<file path="config.mk">
export PLATFORM = sky130hd
export DESIGN_NAME = gate_unit_scheduler
export DESIGN_NICKNAME = d
export VERILOG_FILES = /design/src/rtl/gate_unit_scheduler_pkg.sv /design/src/rtl/gate_unit_scheduler_rr_arbiter.sv /design/src/rtl/gate_unit_scheduler.sv
export SDC_FILE = /design/constraint.sdc
export NUM_CORES = 1
export LEC_CHECK = 0
export CAP_MARGIN = 20
export CORE_UTILIZATION = 48
export CTS_CLUSTER_DIAMETER = 50
export CTS_CLUSTER_SIZE = 14
export DETAILED_ROUTE_END_ITERATION = 8
export MAX_ROUTING_LAYER = met4
export PLACE_DENSITY_LB_ADDON = 0.25
export SYNTH_ARGS = -nofsm -noshare
export SYNTH_HDL_FRONTEND = slang
export SYNTH_HIERARCHICAL = 1
export SYNTH_SLANG_ARGS = --single-unit
</file>
<file path="constraint.sdc">
create_clock -name clock -period 5.7 [get_ports clock]
set_input_delay 1.14 -clock clock [delete_from_list [all_inputs] [get_ports clock]]
set_output_delay 1.14 -clock clock [all_outputs]
set_load 0.02 [all_outputs]
</file>
<file path="src/rtl/gate_unit_scheduler_pkg.sv">
// Shared op codes and FSM state encoding for the gate unit scheduler.
package gate_unit_scheduler_pkg;

  localparam int OP_W = 3;

  localparam logic [OP_W-1:0] OP_NOT  = 3'd0;
  localparam logic [OP_W-1:0] OP_NAND = 3'd1;
  localparam logic [OP_W-1:0] OP_AND  = 3'd2;
  localparam logic [OP_W-1:0] OP_OR   = 3'd3;
  localparam logic [OP_W-1:0] OP_XOR  = 3'd4;

  typedef enum logic [1:0] {
    ST_IDLE = 2'd0,
    ST_EXEC = 2'd1,
    ST_DONE = 2'd2
  } state_e;

endpackage

</file>
<file path="src/rtl/gate_unit_scheduler_rr_arbiter.sv">
// Combinational round-robin arbiter: picks the first asserted request at or after ptr.
module rr_arbiter #(
  parameter int NREQ = 4,
  parameter int IDW  = $clog2(NREQ)
) (
  input  logic [NREQ-1:0] req,
  input  logic [IDW-1:0]  ptr,
  output logic [NREQ-1:0] grant,
  output logic [IDW-1:0]  grant_idx,
  output logic            any_req
);

  logic [IDW-1:0] idx;

  // Scan from the farthest slot back to ptr so the nearest hit is written last.
  always_comb begin
    idx       = '0;
    grant_idx = '0;
    any_req   = |req;
    for (int k = NREQ - 1; k >= 0; k--) begin
      idx = ptr + IDW'(k);
      if (req[idx]) grant_idx = idx;
    end
    grant = any_req ? (NREQ'(1) << grant_idx) : '0;
  end

endmodule

</file>
<file path="src/rtl/gate_unit_scheduler.sv">
// Time-shares one bitwise logic unit between NREQ requesters with round-robin grant.
// Accept at N, result valid at N+2 and held until resp_ready.
module gate_unit_scheduler
  import gate_unit_scheduler_pkg::*;
#(
  parameter int WIDTH = 16,
  parameter int NREQ  = 4,
  parameter int IDW   = 2
) (
  input  logic                  clock,
  input  logic                  reset,
  input  logic [NREQ-1:0]       req_valid,
  output logic [NREQ-1:0]       req_ready,
  input  logic [3*NREQ-1:0]     req_op,
  input  logic [WIDTH*NREQ-1:0] req_a,
  input  logic [WIDTH*NREQ-1:0] req_b,
  output logic                  resp_valid,
  input  logic                  resp_ready,
  output logic [WIDTH-1:0]      resp_data,
  output logic [IDW-1:0]        resp_id,
  output logic                  resp_err
);

  state_e           state_q, state_d;
  logic [IDW-1:0]   ptr_q, ptr_d;
  logic [OP_W-1:0]  op_q, op_d;
  logic [WIDTH-1:0] a_q, a_d, b_q, b_d;
  logic [IDW-1:0]   id_q, id_d;
  logic [WIDTH-1:0] data_q, data_d;
  logic [IDW-1:0]   rid_q, rid_d;
  logic             err_q, err_d;

  logic [NREQ-1:0]  arb_grant;
  logic [IDW-1:0]   arb_idx;
  logic             arb_any;

  logic [WIDTH-1:0] alu_data;
  logic             alu_err;

  rr_arbiter #(.NREQ(NREQ), .IDW(IDW)) u_arb (
    .req       (req_valid),
    .ptr       (ptr_q),
    .grant     (arb_grant),
    .grant_idx (arb_idx),
    .any_req   (arb_any)
  );

  always_comb begin
    alu_data = '0;
    alu_err  = 1'b0;
    case (op_q)
      OP_NOT:  alu_data = ~a_q;
      OP_NAND: alu_data = ~(a_q & b_q);
      OP_AND:  alu_data = a_q & b_q;
      OP_OR:   alu_data = a_q | b_q;
      OP_XOR:  alu_data = a_q ^ b_q;
      default: alu_err  = 1'b1;
    endcase
  end

  always_comb begin
    state_d = state_q;
    ptr_d   = ptr_q;
    op_d    = op_q;
    a_d     = a_q;
    b_d     = b_q;
    id_d    = id_q;
    data_d  = data_q;
    rid_d   = rid_q;
    err_d   = err_q;
    case (state_q)
      ST_IDLE: begin
        if (arb_any) begin
          op_d    = req_op[3*int'(arb_idx) +: 3];
          a_d     = req_a[WIDTH*int'(arb_idx) +: WIDTH];
          b_d     = req_b[WIDTH*int'(arb_idx) +: WIDTH];
          id_d    = arb_idx;
          ptr_d   = arb_idx + IDW'(1);
          state_d = ST_EXEC;
        end
      end
      ST_EXEC: begin
        data_d  = alu_data;
        rid_d   = id_q;
        err_d   = alu_err;
        state_d = ST_DONE;
      end
      ST_DONE: begin
        // Consuming cycle never grants; the next grant waits for IDLE.
        if (resp_ready) state_d = ST_IDLE;
      end
      default: state_d = ST_IDLE;
    endcase
  end

  always_ff @(posedge clock) begin
    if (reset) begin
      state_q <= ST_IDLE;
      ptr_q   <= '0;
      op_q    <= '0;
      a_q     <= '0;
      b_q     <= '0;
      id_q    <= '0;
      data_q  <= '0;
      rid_q   <= '0;
      err_q   <= 1'b0;
    end else begin
      state_q <= state_d;
      ptr_q   <= ptr_d;
      op_q    <= op_d;
      a_q     <= a_d;
      b_q     <= b_d;
      id_q    <= id_d;
      data_q  <= data_d;
      rid_q   <= rid_d;
      err_q   <= err_d;
    end
  end

  assign req_ready  = (state_q == ST_IDLE && !reset) ? arb_grant : '0;
  assign resp_valid = (state_q == ST_DONE) && !reset;
  assign resp_data  = data_q;
  assign resp_id    = rid_q;
  assign resp_err   = err_q;

endmodule

</file>
==> out/summary.md <==
The flow ran to the end, and the final reports show no timing, DRC or antenna violations. The tools report the leftover overflow at the end of global routing as 0. Cell type contributing the most total cell area after synthesis: dfxtp_1.

For this run, the detailed router's first-pass iteration total came to 5. Count of warnings emitted by yosys: 6. The count of nets left with antenna violations once routing finished came out at 0. The sequential share of the synthesized area is 0.277. The number of H-tree branching levels is 3, and the delay of the slowest cell on the worst path is 700 ps. The critical path goes through clkdlybuf4s50_1, o2bb2ai_1, a22o_1, and2_1, and2_1, clkdlybuf4s50_1. For the synthesized netlist cell count, the log shows 433. On the critical path, the stage with the largest delay is an instance of clkdlybuf4s50_1.

For the worst slew margin relative to its limit, the log shows 0.391. The run gives 0 as the number of antenna diodes. The average detailed-routed wire length per instance was 17.4 um; the die area was 9430 um2. The worst hold path belongs to the class reg2reg. For this design, the sink count on the clock tree is 60. In this run the cell area measured after placement is 5990 um2.

In this run, the number of DRC markers left after iteration 0 of detailed routing was 206. The wire length of the first global-routing pass is 19800 um, and the xor and xnor fraction of the mapped netlist area is 0.00202. The worst hold path passes through 2 cells. For the pin with the worst max-slew slack, the measured transition is 914 ps.

Setup repair after global routing left no endpoint under its margin. The CTS buffer count came out at 9. The tools report the cell row count as 34.

The tools report the type of element launching the critical path as a primary input. The core region is 8720 um2. Yosys mapped the design onto 41 distinct sky130hd cell types. The filler cells instantiated in the layout total 644.

The power density over cell area works out to 262 nW/um2. Compound-gate portion of the synthesized area: 0.207. The time the worst path needs with I/O delays and setup was 4140 ps; the post-CTS repair timing setup buffer count was 0. The longest clock path from root to sink contains 2 buffers. Clock skew on the completed layout was measured at 8.46 ps. The combined global-route utilization of all metal layers was 0.272.

The endpoint required time on the critical path is 4560 ps. Counting flops and latches in the post-synthesis netlist gives 60. After synthesis, the cell types taking the most area are dfxtp_1, mux4_2, ha_1.

At the worst endpoint, the arrival time is 3000 ps. In this run the tool buffered the top-level ports with 170 buffer cells. The maximum ir drop on the vdd rail was 0.131 mV; the post-synth net total was 612. The tools report the worst hold endpoint as resp_data[0]$_SDFFE_PP0N_.

Total negative setup slack: 0 ps. For this design, the CTS-stage hold fixing added 0 buffers. For this run, design rule violations remaining after detail routing come to 0. The HPWL after detailed placement is 9100 um. For this design the static power due to leakage is 0.00247 uW. The share of synthesized cell area in full adder, half adder and majority cells works out to 0.0922. The mean cell area of the mapped netlist came out at 10.0 um2. The tools report the via count of the first global-routing pass as 4179. TritonCTS built the clock tree. In the final layout, the multi-input gates occupy 2750 um2.

The routed wire length was 12000 um. The ratio of final minimum period to clock period is 0.726. Worst flop-to-flop path endpoint: b_q[14]$_SDFFE_PP0P_. The effective utilization at floorplan was 0.498. In the routed layout, each cell is associated on average with a via count of 5.93. Once routing completed, OpenROAD measured the worst setup slack at 1560 ps. Measured along the x axis, the die boundary spans 97.1 um. Clock-pin slew was measured on the worst setup and hold paths at 70 ps. The logs give 0 for the max-slew violation count and 4111 for the number of vias after detailed routing. After synthesis, the largest family of logic cells by area is compound AO/OA/AOI/OAI gates. Minimum setup slack after placement: 1570 ps. The tools report the post-route cell area as 6240 um2.

In the layout the commonest cells are clkdlybuf4s50_1, dfxtp_1, inv_1. In this run the clock root is driven by a clkbuf_8. The area share of the largest cell type after synthesis works out to 0.277.

Setup violations remaining at the end of the flow were counted as 0. After synthesis the cells add up to 4340 um2. Across the run, the number of max-cap violations was 0.

The cell depth of the worst flop-to-flop path came out at 6. In the final design database the tool counted 759 nets. For the maximum number of pins on one net before global-route repair, the log shows 57. The fraction of final layout cells sized beyond drive strength 1 came out at 0.121. The library cell used most frequently in the layout, excluding fill and tap cells, is clkdlybuf4s50_1. Static timing analysis puts the maximum clock frequency at 242 MHz. The die is 97.1 um tall. In the final layout, flip-flops and latches occupy 1200 um2. The setup check on the worst reg-to-reg path leaves a slack of 2950 ps.

STA classifies the critical path endpoint as a primary output. Of all nets on the critical path, the largest fanout is 10. The run gives 0 as the post-cts repair resize count.

By startpoint and endpoint, the worst setup path is classified as in2out. The I/O pin count was 171. Initial antenna violation count: 0.

The hold path startpoint was resp_data[0]$_SDFFE_PP0N_. The mux contribution to synthesized area was 0.195. The area share of and/or/nand/nor cells after synthesis was 0.133.

The run gives 0.779 as the weighted congestion reported at the end of routability-driven placement. The later pin in the worst-skew pair is clocked with a latency of 340 ps. The tools report the number of hold violations in the final report as 0.

The startpoint identified for the worst register-to-register timing path is ptr_q[1]$_SDFFE_PP0P_. The area growth from synthesis to layout is 43.7%.
cell usage after synthesis (all sizes together):
| cell type | count |
|---|---|
| a211oi | 7 |
| a21boi | 2 |
| a21oi | 28 |
| a22o | 36 |
| a31oi | 1 |
| and2 | 6 |
| and2b | 2 |
| and3 | 26 |
| buf | 29 |
| clkbuf | 14 |
| dfxtp | 60 |
| ha | 32 |
| inv | 37 |
| mux2i | 6 |
| mux4 | 35 |
| nand2 | 17 |
| nand2b | 10 |
| nor2 | 13 |
| nor2b | 3 |
| nor3 | 15 |
| nor3b | 2 |
| o21ai | 10 |
| o221a | 2 |
| o22ai | 1 |
| o2bb2a | 1 |
| o2bb2ai | 1 |
| o32ai | 13 |
| o41ai | 13 |
| or2 | 1 |
| or2b | 8 |
| or3b | 1 |
| xnor2 | 1 |
how the worst max path moves through the flow:
stage	startpoint	to
2_1_floorplan	req_valid[0]	a_q[15]$_SDFFE_PP0P_
3_3_place_gp	req_valid[2]	req_ready[0]
3_5_place_dp	req_valid[2]	req_ready[0]
4_1_cts	req_valid[2]	req_ready[0]
5_1_grt	reset	req_ready[3]
6_report	req_valid[2]	req_ready[0]
routing by layer:
layer / part of all wire / wire [um] / GRT usage
met5: 0 / 0 / -
met4: 0.024 / 290 / 0.0987
met3: 0.067 / 804 / 0.0511
met2: 0.51 / 6160 / 0.473
met1: 0.40 / 4790 / 0.312
state kept, by name, indices dropped and copies added (netlist names):
register,cells
a_q,16
b_q,16
resp_data,16
op_q,3
id_q,2
ptr_q,2
resp_id,2
state_q,2
resp_err,1
cells by family after synthesis:
family | after synthesis
buf+inv | 80
simple gates | 104
mux | 41
flops | 60
fa+ha+maj | 32
compound gates | 115
xor+xnor | 1
where the power goes:
| part | total [uW] | switching, uW | internal, uW |
|---|---|---|---|
| registers | 557 | 71.6 | 486 |
| clock network | 395 | 170 | 224 |
| logic | 685 | 311 | 375 |
| total | 1640 | 553 | 1080 |
area by class of cell:
cell class,count,share of cell area
multi-input cells,293,0.441
repair buffers,179,0.290
flip-flops and latches,60,0.193
clock buffers,12,0.0249
inverters,37,0.0223
well taps,108,0.0217
clock inverters,4,0.00762
worst max-delay path, delay by kind of cell:
family,cells,cell delay (ps)
AND/OR/NAND/NOR,2,270
buffers and inverters,2,1230
AO/OA/AOI/OAI,2,360
metrics by stage:
stage / utilization / cells / hold WS [ps] / power (uW)
6_report: 0.715 / 693 / 451 / 1640
5_1_grt: 0.715 / 693 / 469 / 1730
4_1_cts: 0.711 / 691 / 454 / 1630
3_5_place_dp: 0.687 / 675 / 444 / 1240
3_3_place_gp: 0.687 / 675 / 440 / 1210
2_1_floorplan: - / 433 / 460 / 1010
Power figures use the tool's default switching activity.
